[src/rtl/alu_pkg.sv]
// Shared opcode encodings, FSM states and helpers for the sequential command ALU.
package alu_pkg;

  localparam logic [2:0] OP_ADD = 3'd0;
  localparam logic [2:0] OP_SUB = 3'd1;
  localparam logic [2:0] OP_MUL = 3'd2;
  localparam logic [2:0] OP_DIV = 3'd3;
  localparam logic [2:0] OP_MOD = 3'd4;
  localparam logic [2:0] OP_AND = 3'd5;
  localparam logic [2:0] OP_OR  = 3'd6;
  localparam logic [2:0] OP_XOR = 3'd7;

  localparam logic MD_MUL = 1'b0;
  localparam logic MD_DIV = 1'b1;

  // Divide/mod by zero defaults to an all-ones result of whatever width the top uses.
  localparam bit DIV0_ALL_ONES = 1'b1;

  typedef enum logic [1:0] {
    ST_IDLE = 2'd0,
    ST_EXEC = 2'd1,
    ST_DONE = 2'd2
  } state_t;

  // Divide-by-zero resolves in one cycle, so it never needs the iterative unit.
  function automatic logic needs_iter(input logic [2:0] opc, input logic b_zero);
    return (opc == OP_MUL) || (((opc == OP_DIV) || (opc == OP_MOD)) && !b_zero);
  endfunction

endpackage

[src/rtl/alu_muldiv_iter.sv]
// Iterative unit: shift-add multiply or restoring divide, one step per cycle over OP_W cycles.
module alu_muldiv_iter
  import alu_pkg::*;
#(
  parameter int OP_W = 4
) (
  input  logic              clk,
  input  logic              reset,
  input  logic              i_start,
  input  logic              i_mode,
  input  logic [OP_W-1:0]   i_a,
  input  logic [OP_W-1:0]   i_b,
  output logic              o_done,
  output logic [2*OP_W-1:0] o_product,
  output logic [OP_W-1:0]   o_quotient,
  output logic [OP_W-1:0]   o_remainder
);

  localparam int RES_W = 2 * OP_W;
  localparam int CNT_W = (OP_W > 2) ? $clog2(OP_W) : 1;

  logic             r_busy;
  logic             r_mode;
  logic [CNT_W-1:0] r_cnt;
  logic [RES_W-1:0] r_prod;
  logic [RES_W-1:0] r_mcand;
  logic [OP_W-1:0]  r_mplier;
  logic [OP_W-1:0]  r_q;
  logic [OP_W-1:0]  r_rem;
  logic [OP_W-1:0]  r_b;

  logic [RES_W-1:0] w_prod_nxt;
  logic [OP_W:0]    w_shift;
  logic [OP_W:0]    w_diff;
  logic             w_ge;
  logic [OP_W-1:0]  w_q_nxt;
  logic [OP_W-1:0]  w_rem_nxt;

  assign w_prod_nxt = r_prod + (r_mplier[0] ? r_mcand : '0);
  assign w_shift    = {r_rem, r_q[OP_W-1]};
  assign w_diff     = w_shift - {1'b0, r_b};
  assign w_ge       = ~w_diff[OP_W];
  assign w_q_nxt    = {r_q[OP_W-2:0], w_ge};
  assign w_rem_nxt  = w_ge ? w_diff[OP_W-1:0] : w_shift[OP_W-1:0];

  // Results are the post-final-step values so the top can register them on the done edge.
  assign o_done      = r_busy && (r_cnt == '0);
  assign o_product   = w_prod_nxt;
  assign o_quotient  = w_q_nxt;
  assign o_remainder = w_rem_nxt;

  always_ff @(posedge clk or negedge reset) begin
    if (!reset) begin
      r_busy   <= 1'b0;
      r_mode   <= MD_MUL;
      r_cnt    <= '0;
      r_prod   <= '0;
      r_mcand  <= '0;
      r_mplier <= '0;
      r_q      <= '0;
      r_rem    <= '0;
      r_b      <= '0;
    end else if (i_start) begin
      r_busy   <= 1'b1;
      r_mode   <= i_mode;
      r_cnt    <= CNT_W'(OP_W - 1);
      r_prod   <= '0;
      r_mcand  <= RES_W'(i_a);
      r_mplier <= i_b;
      r_q      <= i_a;
      r_rem    <= '0;
      r_b      <= i_b;
    end else if (r_busy) begin
      if (r_mode == MD_MUL) begin
        r_prod   <= w_prod_nxt;
        r_mcand  <= r_mcand << 1;
        r_mplier <= r_mplier >> 1;
      end else begin
        r_q   <= w_q_nxt;
        r_rem <= w_rem_nxt;
      end
      if (r_cnt == '0) r_busy <= 1'b0;
      else             r_cnt  <= r_cnt - 1'b1;
    end
  end

endmodule

[src/rtl/seq_alu.sv]
// Multi-cycle command ALU: FSM, single-cycle datapath, flags and both handshakes.
module seq_alu
  import alu_pkg::*;
#(
  parameter int                    OP_W     = 4,
  parameter logic [2*OP_W-1:0]     DIV0_VAL = {(2*OP_W){DIV0_ALL_ONES}}
) (
  input  logic              clk,
  input  logic              reset,
  input  logic              cmd_valid,
  output logic              cmd_ready,
  input  logic [2:0]        opcode,
  input  logic [OP_W-1:0]   op1,
  input  logic [OP_W-1:0]   op2,
  output logic              res_valid,
  input  logic              res_ready,
  output logic [2*OP_W-1:0] result,
  output logic              flag_zero,
  output logic              flag_neg,
  output logic              flag_div0,
  output logic              busy
);

  localparam int RES_W = 2 * OP_W;

  state_t           r_state;
  logic [2:0]       r_opc;

  logic             w_accept;
  logic             w_iter;
  logic             w_start;
  logic             w_done;
  logic [RES_W-1:0] w_a;
  logic [RES_W-1:0] w_b;
  logic [RES_W-1:0] w_s_res;
  logic             w_s_neg;
  logic             w_s_div0;
  logic [RES_W-1:0] w_prod;
  logic [OP_W-1:0]  w_quo;
  logic [OP_W-1:0]  w_rem;
  logic [RES_W-1:0] w_i_res;

  assign w_accept = (r_state == ST_IDLE) && cmd_valid;
  assign w_iter   = needs_iter(opcode, op2 == '0);
  assign w_start  = w_accept && w_iter;
  assign w_a      = RES_W'(op1);
  assign w_b      = RES_W'(op2);

  alu_muldiv_iter #(.OP_W(OP_W)) u_iter (
    .clk         (clk),
    .reset       (reset),
    .i_start     (w_start),
    .i_mode      ((opcode == OP_MUL) ? MD_MUL : MD_DIV),
    .i_a         (op1),
    .i_b         (op2),
    .o_done      (w_done),
    .o_product   (w_prod),
    .o_quotient  (w_quo),
    .o_remainder (w_rem)
  );

  // DIV/MOD entries here only take effect when op2 is zero; otherwise the iterative path wins.
  always_comb begin
    w_s_res  = '0;
    w_s_neg  = 1'b0;
    w_s_div0 = 1'b0;
    case (opcode)
      OP_ADD: w_s_res = w_a + w_b;
      OP_SUB: begin
        w_s_res = w_a - w_b;
        w_s_neg = (op1 < op2);
      end
      OP_DIV, OP_MOD: begin
        w_s_res  = DIV0_VAL;
        w_s_div0 = 1'b1;
      end
      OP_AND:  w_s_res = w_a & w_b;
      OP_OR:   w_s_res = w_a | w_b;
      OP_XOR:  w_s_res = w_a ^ w_b;
      default: w_s_res = '0;
    endcase
  end

  always_comb begin
    w_i_res = RES_W'(w_rem);
    case (r_opc)
      OP_MUL:  w_i_res = w_prod;
      OP_DIV:  w_i_res = RES_W'(w_quo);
      default: w_i_res = RES_W'(w_rem);
    endcase
  end

  always_ff @(posedge clk or negedge reset) begin
    if (!reset) begin
      r_state   <= ST_IDLE;
      r_opc     <= OP_ADD;
      cmd_ready <= 1'b1;
      res_valid <= 1'b0;
      busy      <= 1'b0;
      result    <= '0;
      flag_zero <= 1'b0;
      flag_neg  <= 1'b0;
      flag_div0 <= 1'b0;
    end else begin
      case (r_state)
        ST_IDLE: begin
          if (w_accept) begin
            r_opc     <= opcode;
            cmd_ready <= 1'b0;
            busy      <= 1'b1;
            if (w_iter) begin
              r_state <= ST_EXEC;
            end else begin
              r_state   <= ST_DONE;
              res_valid <= 1'b1;
              result    <= w_s_res;
              flag_zero <= (w_s_res == '0);
              flag_neg  <= w_s_neg;
              flag_div0 <= w_s_div0;
            end
          end
        end
        ST_EXEC: begin
          if (w_done) begin
            r_state   <= ST_DONE;
            res_valid <= 1'b1;
            result    <= w_i_res;
            flag_zero <= (w_i_res == '0);
            flag_neg  <= 1'b0;
            flag_div0 <= 1'b0;
          end
        end
        ST_DONE: begin
          if (res_ready) begin
            r_state   <= ST_IDLE;
            res_valid <= 1'b0;
            cmd_ready <= 1'b1;
            busy      <= 1'b0;
          end
        end
        default: begin
          r_state   <= ST_IDLE;
          cmd_ready <= 1'b1;
          res_valid <= 1'b0;
          busy      <= 1'b0;
        end
      endcase
    end
  end

endmodule

[config.mk]
export PLATFORM = sky130hd
export DESIGN_NAME = seq_alu
export DESIGN_NICKNAME = d
export VERILOG_FILES = /design/src/rtl/alu_pkg.sv /design/src/rtl/alu_muldiv_iter.sv /design/src/rtl/seq_alu.sv
export SDC_FILE = /design/constraint.sdc
export NUM_CORES = 1
export LEC_CHECK = 0
export ABC_AREA = 1
export BUFFER_PORTS_ARGS = -buffer_cell sky130_fd_sc_hd__buf_2
export CORE_AREA = 10 10 90 92
export CTS_BUF_LIST = sky130_fd_sc_hd__clkbuf_16
export CTS_CLUSTER_DIAMETER = 150
export DETAILED_ROUTE_END_ITERATION = 12
export DIE_AREA = 0 0 100 102
export PLACE_DENSITY = 0.83
export RECOVER_POWER = 25
export SETUP_SLACK_MARGIN = 0.15
export SLEW_MARGIN = 20
export SYNTH_ARGS = -nofsm -noshare
export SYNTH_HDL_FRONTEND = slang
export SYNTH_SLANG_ARGS = --single-unit
[constraint.sdc]
create_clock -name clk -period 2.69 [get_ports clk]
set_clock_uncertainty 0.2 [all_clocks]
set_input_delay 0.6725 -clock clk [delete_from_list [all_inputs] [get_ports clk]]
set_output_delay 0.6725 -clock clk [all_outputs]
set_load 0.01 [all_outputs]
[Word level (Yosys, flattened, before mapping)]
Index checks and enable logic that the tools add are counted.
Word-level totals
  register bits: 55
  input bits: 15
  word-level logic and storage cells: 129
Operators by class
  $add $sub $neg: 5
  $lt $le $gt $ge: 1
  equality and inequality tests: 17
  muxes and demuxes: 58
  bitwise gates (word level): 5
  reduce and logical (&&, ||, !) cells: 25
Operator list (count)
  $mux W8: 10
  $pmux W8 S6: 1
  $mux W4: 10
  $pmux W8 S2: 2
  $mux W1: 21
  $logic_not A8 Y1: 2
  $mux W2: 7
  $eq A3 B2 Y1 const B: 4
  $eq A3 B3 Y1 const B: 4
  $pmux W1 S3: 3
  $add A8 B8 Y8: 1
  $reduce_and A2 Y1: 4
  $reduce_and A4 Y1: 2
  $ne A2 B1 Y1 const B: 3
  $ne A2 B2 Y1 const B: 3
  $pmux W1 S2: 3
  $pmux W2 S3: 1
  $reduce_and A3 Y1: 2
  $reduce_bool A2 Y1: 3
  $add A4 B4 Y5: 1
  $sub A4 B4 Y5: 1
  $sub A5 B4 Y5: 1
  $and A4 B4 Y4: 1
  $logic_and A1 B1 Y1: 4
  other kinds (14): 17

[Logic depth before layout (Yosys ltp)]
  depth in word-level cells: 7
  depth in mapped cells: 17
  depth with buffers taken out: 16

[Modules after synthesis]
From an unflattened synthesis, not the netlist that was laid out.
Second synthesis, totals
  cell total of the unflattened synthesis: 521
  area total of the unflattened synthesis: 3821.2 um2
By module, submodules not included
  alu_muldiv_iter: instances 1, cells each 266, area each 2118.3 um2, seq. area each 900.9 um2
  seq_alu: instances 1, cells each 255, area each 1702.9 um2, seq. area each 476.7 um2

[Least setup slack after synthesis]
No wires, ideal clock.
  kind: input port to flip-flop
  start: in op1[0]
  end: reg flag_zero
  data arrival time: 1954 ps
  path slack: 416 ps
  stages on the path: 14
  cell sequence: inv_1 > ha_1 > inv_1 > fa_1 > inv_1 > nor2_1 > nor3_1 > nor2_1 > nand2_1 > nor2_1 > nand3_1 > nand2_1 > inv_2 > a21oi_2
On the way
  word-level cells in the longest chain between the ends: 6
Ends and longest elaborated chain
  from (decl): RTL line seq_alu.sv:13  | input logic [OP_W-1:0] op1,
  $sub A4 B4 Y5 (tied with other cells): RTL line seq_alu.sv:70  | w_s_res = w_a - w_b;
  $pmux W8 S6 (*): RTL line seq_alu.sv:67  | case (opcode)
  $logic_not A8 Y1 (*): RTL line seq_alu.sv:117  | flag_zero <= (w_s_res == '0);
  $mux W1 (*): RTL line seq_alu.sv:111  | if (w_iter) begin
  $mux W1 (*): RTL line seq_alu.sv:107  | if (w_accept) begin
  $pmux W1 S2 (*): RTL line seq_alu.sv:105  | case (r_state)
  to (signal assigned): RTL line seq_alu.sv:117
  to (signal assigned): RTL line seq_alu.sv:128  | flag_zero <= (w_i_res == '0);
  to (decl): RTL line seq_alu.sv:18  | output logic flag_zero,
Mark *: on every way between the ends. The rest lies on a longest branch, timed or not. The select of a mux whose other input is x is not followed.
A chain may end at the register's enable or synchronous reset.

[Worst setup path after layout]
  start: reg u_iter.r_q[3]
  end: reg flag_zero
On the way
  word-level cells in the longest chain between the ends: 6
Ends and longest elaborated chain
  from (decl): RTL line alu_muldiv_iter.sv:28  | logic [OP_W-1:0] r_q;
  from (signal assigned): RTL line alu_muldiv_iter.sv:70  | r_q <= i_a;
  from (signal assigned): RTL line alu_muldiv_iter.sv:79  | r_q <= w_q_nxt;
  $sub A5 B4 Y5: RTL line alu_muldiv_iter.sv:41  | assign w_diff = w_shift - {1'b0, r_b};
  $mux W4 / $not A1 Y1 (equally long branches): RTL line alu_muldiv_iter.sv:44, alu_muldiv_iter.sv:42
  $pmux W8 S2 (*): RTL line seq_alu.sv:86  | case (r_opc)
  $logic_not A8 Y1 (*): RTL line seq_alu.sv:128
  $mux W1 (*): RTL line seq_alu.sv:124  | if (w_done) begin
  $pmux W1 S2 (*): RTL line seq_alu.sv:105
Marks and branches as above.

==> run summary <==
status - completed
Final min period - 2.35 ns
CTS sink count - 55
commonest non-fill, non-tap cell in the layout - nand2_1
largest net degree at the start of global routing - 28
Area growth syn-to-layout - 9.53%
Reg clk slew, reported paths - 0.07 ns
Tcrit/Tclk final - 87.5%
R2R depth - 16
final instance area - 0.00414 sq mm
IO Count - 29
Yosys warning count - 0
starting density of the core - 60.2%
Cell Pwr Density - 1080 mW/mm^2
Clock Latency Late Sink - 0.29 ns
post-layout util - 66.0%
CP Max Fanout - 5
first-pass GRT wire length - 15.6 mm
register bit total from synthesis - 55
Critical Path End Type - flip-flop
post-synthesis instance area - 0.00378 sq mm
Worst Path Required - 2.71 ns
Die Wd - 100 microns
H-tree levels - 2
hold depth - 2
most frequent cells in the layout - nand2_1, inv_1, dfrtp_1, nand3_1, nor2_1
most frequent CP cell - nand2_1
Peak VDD IR - 0.592 mV
via/cell ratio - 5.63
CTS Hold Buffers Added - 0
P_leak - 2.26 nW
DIE HEIGHT - 102 microns
top cells by area, synth - dfrtp_1, nand2_1, inv_1
pre-CTS WS - 0.142 ns
Layout Cells excl Fill - 614
Cells after DPL - 605
R2R Path Start - u_iter.r_q[3]$_DFFE_PN0P_
total number of vias - 3458
final hold vios - 0
post-synth top area share - 35.7%
fillers - 560
CP peak stage delay - 0.38 ns
DR iter-0 viols - 267
Hold Crit Class - flip-flop to flip-flop
Post-DP HPWL - 7.40 mm
PortBufs - 28
fraction of registers with async set/reset - 100%
number of buffers created by CTS - 5
setup TNS - 0 ns
final setup vio count - 0
worst-path cell chain - inv_2, ha_1, inv_1, fa_2, nand2_1, nand2_1, nand3_2, nand2_2, buf_4, nand2_1, nand2_1, inv_1, nand3_1, nor2_1, nand2_1, a21oi_2
Syn Area/Cell - 7.50 sq um
Mapped Nets - 547
DRC - 0
GP Congestion - 0.908
CP max-delay cell - dfrtp_1
buffer depth of the longest clock path - 2
fraction of layout cells with a size suffix above 1 - 13.6%
Overflow after GRT - 0
highest clock rate - 0.425 GHz
row cnt - 29
DP Area - 0.00398 sq mm
RR Endpoint - flag_zero$_DFFE_PN0P_
area leader, netlist - dfrtp_1
register area share after synthesis - 36.4%
Crit Path Class - flip-flop to flip-flop
final WL - 9.35 mm
Post-Synthesis Cells - 504
Diodes inserted - 0
Hold Crit Start - result[3]$_DFFE_PN0P_
Core ar. - 0.00628 sq mm
Synth cell types - 39
CP Launch Type - flip-flop
total track usage - 18.5%
root buf cell - clkbuf_16
Max Cap Viol - 0
crit path DAT - 2.38 ns
ys flop type - dfrtp_1
TritonCTS clock tree - built
Avg WL per Cell - 15.2 microns
worst-margin pin slew - 1.46 ns
Die Area - 0.0102 sq mm
DRT Pass-1 Iters - 5
vias in the first global route - 3343
max-slew violation count - 0
RSZ-0062 raised after global routing - false
nets - 579
Antenna Nets Post-Route - 0
worst setup margin - 0.336 ns
Worst R2R Setup Slack - 0.34 ns
antenna violations before repair - 0
Worst Hold Path EP - result[3]$_DFFE_PN0P_
EDFF count, synth - 0
Slew HR - 2.95%
## critical path: cells and delay by family (launching register included)
kind                     cells  cell delay, ns
AND/OR/NAND/NOR              9            0.71
adder cells (fa/ha/maj)      2            0.51
flip-flops                   1            0.38
buffers and inverters        4            0.37
AO/OA/AOI/OAI                1            0.11
## logic make-up (layout without fill, tap and decap cells)
group,count (synthesis),after routing,synth area share (%)
AND/OR/NAND/NOR,250,250,30.2
buffers and inverters,100,133,11.3
AO/OA/AOI/OAI,68,68,11.3
flip-flops,55,55,36.4
adder cells (fa/ha/maj),28,28,10.1
XOR/XNOR,3,3,0.695
## synthesized netlist by cell type (2+ instances only)
cell	n
a22oi_1	2
ha_1	24
nand3_2	2
o22ai_1	4
a21oi_1	14
o221ai_1	2
o211ai_1	5
buf_2	5
nand4_1	10
fa_1	4
xnor2_1	3
a32o_1	6
o21ai_0	24
nand2_1	131
a21oi_2	2
inv_2	6
nand2_2	5
nor2_4	3
o21ai_1	4
a22o_1	2
nand3_1	52
nor2_1	38
nand2_4	2
dfrtp_1	54
buf_6	5
inv_1	82
## power by group
group	leakage (nW)	internal (mW)	total, mW	switching (mW)
registers	0.702	1.20	1.43	0.231
logic	1.49	0.847	2.41	1.56
clock network	0.0700	0.349	0.651	0.302
total	2.26	2.40	4.49	2.09
## worst max-delay path by stage
stage / slack, ns / from / endpoint / cells after the start
CTS: 0.23 / u_iter.r_q[3]$_DFFE_PN0P_ / flag_zero$_DFFE_PN0P_ / 13
finish: 0.34 / u_iter.r_q[3]$_DFFE_PN0P_ / flag_zero$_DFFE_PN0P_ / 16
detailed placement: 0.14 / op1[2] / flag_zero$_DFFE_PN0P_ / 12
global route: 0.17 / u_iter.r_q[3]$_DFFE_PN0P_ / flag_zero$_DFFE_PN0P_ / 16
global placement: 0.18 / op1[2] / flag_zero$_DFFE_PN0P_ / 12
floorplan: 0.42 / op1[0] / flag_zero$_DFFE_PN0P_ / 14
## cell type report
| class | count | area, sq um | share of cell area, % |
|---|---|---|---|
| Tap cell | 77 | 96.3 | 2.33 |
| Clock inverter | 3 | 25.0 | 0.604 |
| Multi-Input combinational cell | 349 | 1980 | 47.9 |
| Inverter | 89 | 339 | 8.19 |
| Timing Repair Buffer | 36 | 195 | 4.71 |
| Clock buffer | 5 | 125 | 3.02 |
| Sequential cell | 55 | 1380 | 33.3 |
## timing repair
| action | CTS | global route |
|---|---|---|
| buffers inserted | 0 | 1 |
| endpoints found under the setup margin | 0 | 5 |
| gates resized for setup | 0 | 3 |
## layer usage
layer | global-route usage, % | share of wire, % | wire, microns
met5 | 0 | 0 | 0
met4 | 6.52 | 2.3 | 219
met3 | 3.17 | 5.0 | 465
met1 | 23.2 | 43 | 4060
met2 | 31.5 | 49 | 4600
## flip-flops by register name, indices dropped and copies added, names as in the netlist, 2 cells and up
register,count
r_opc,3
r_state,2
result,8
u_iter.r_b,4
u_iter.r_cnt,2
u_iter.r_mcand,8
u_iter.r_mplier,4
u_iter.r_prod,8
u_iter.r_q,4
u_iter.r_rem,4
## through the flow
stage | hold WS, ns | power [mW]
floorplan | 0.177 | 3.13
global placement | 0.262 | 3.68
detailed placement | 0.261 | 3.75
CTS | 0.199 | 4.43
global route | 0.306 | 4.86
finish | 0.277 | 4.49
Power figures use the tool's default switching activity.
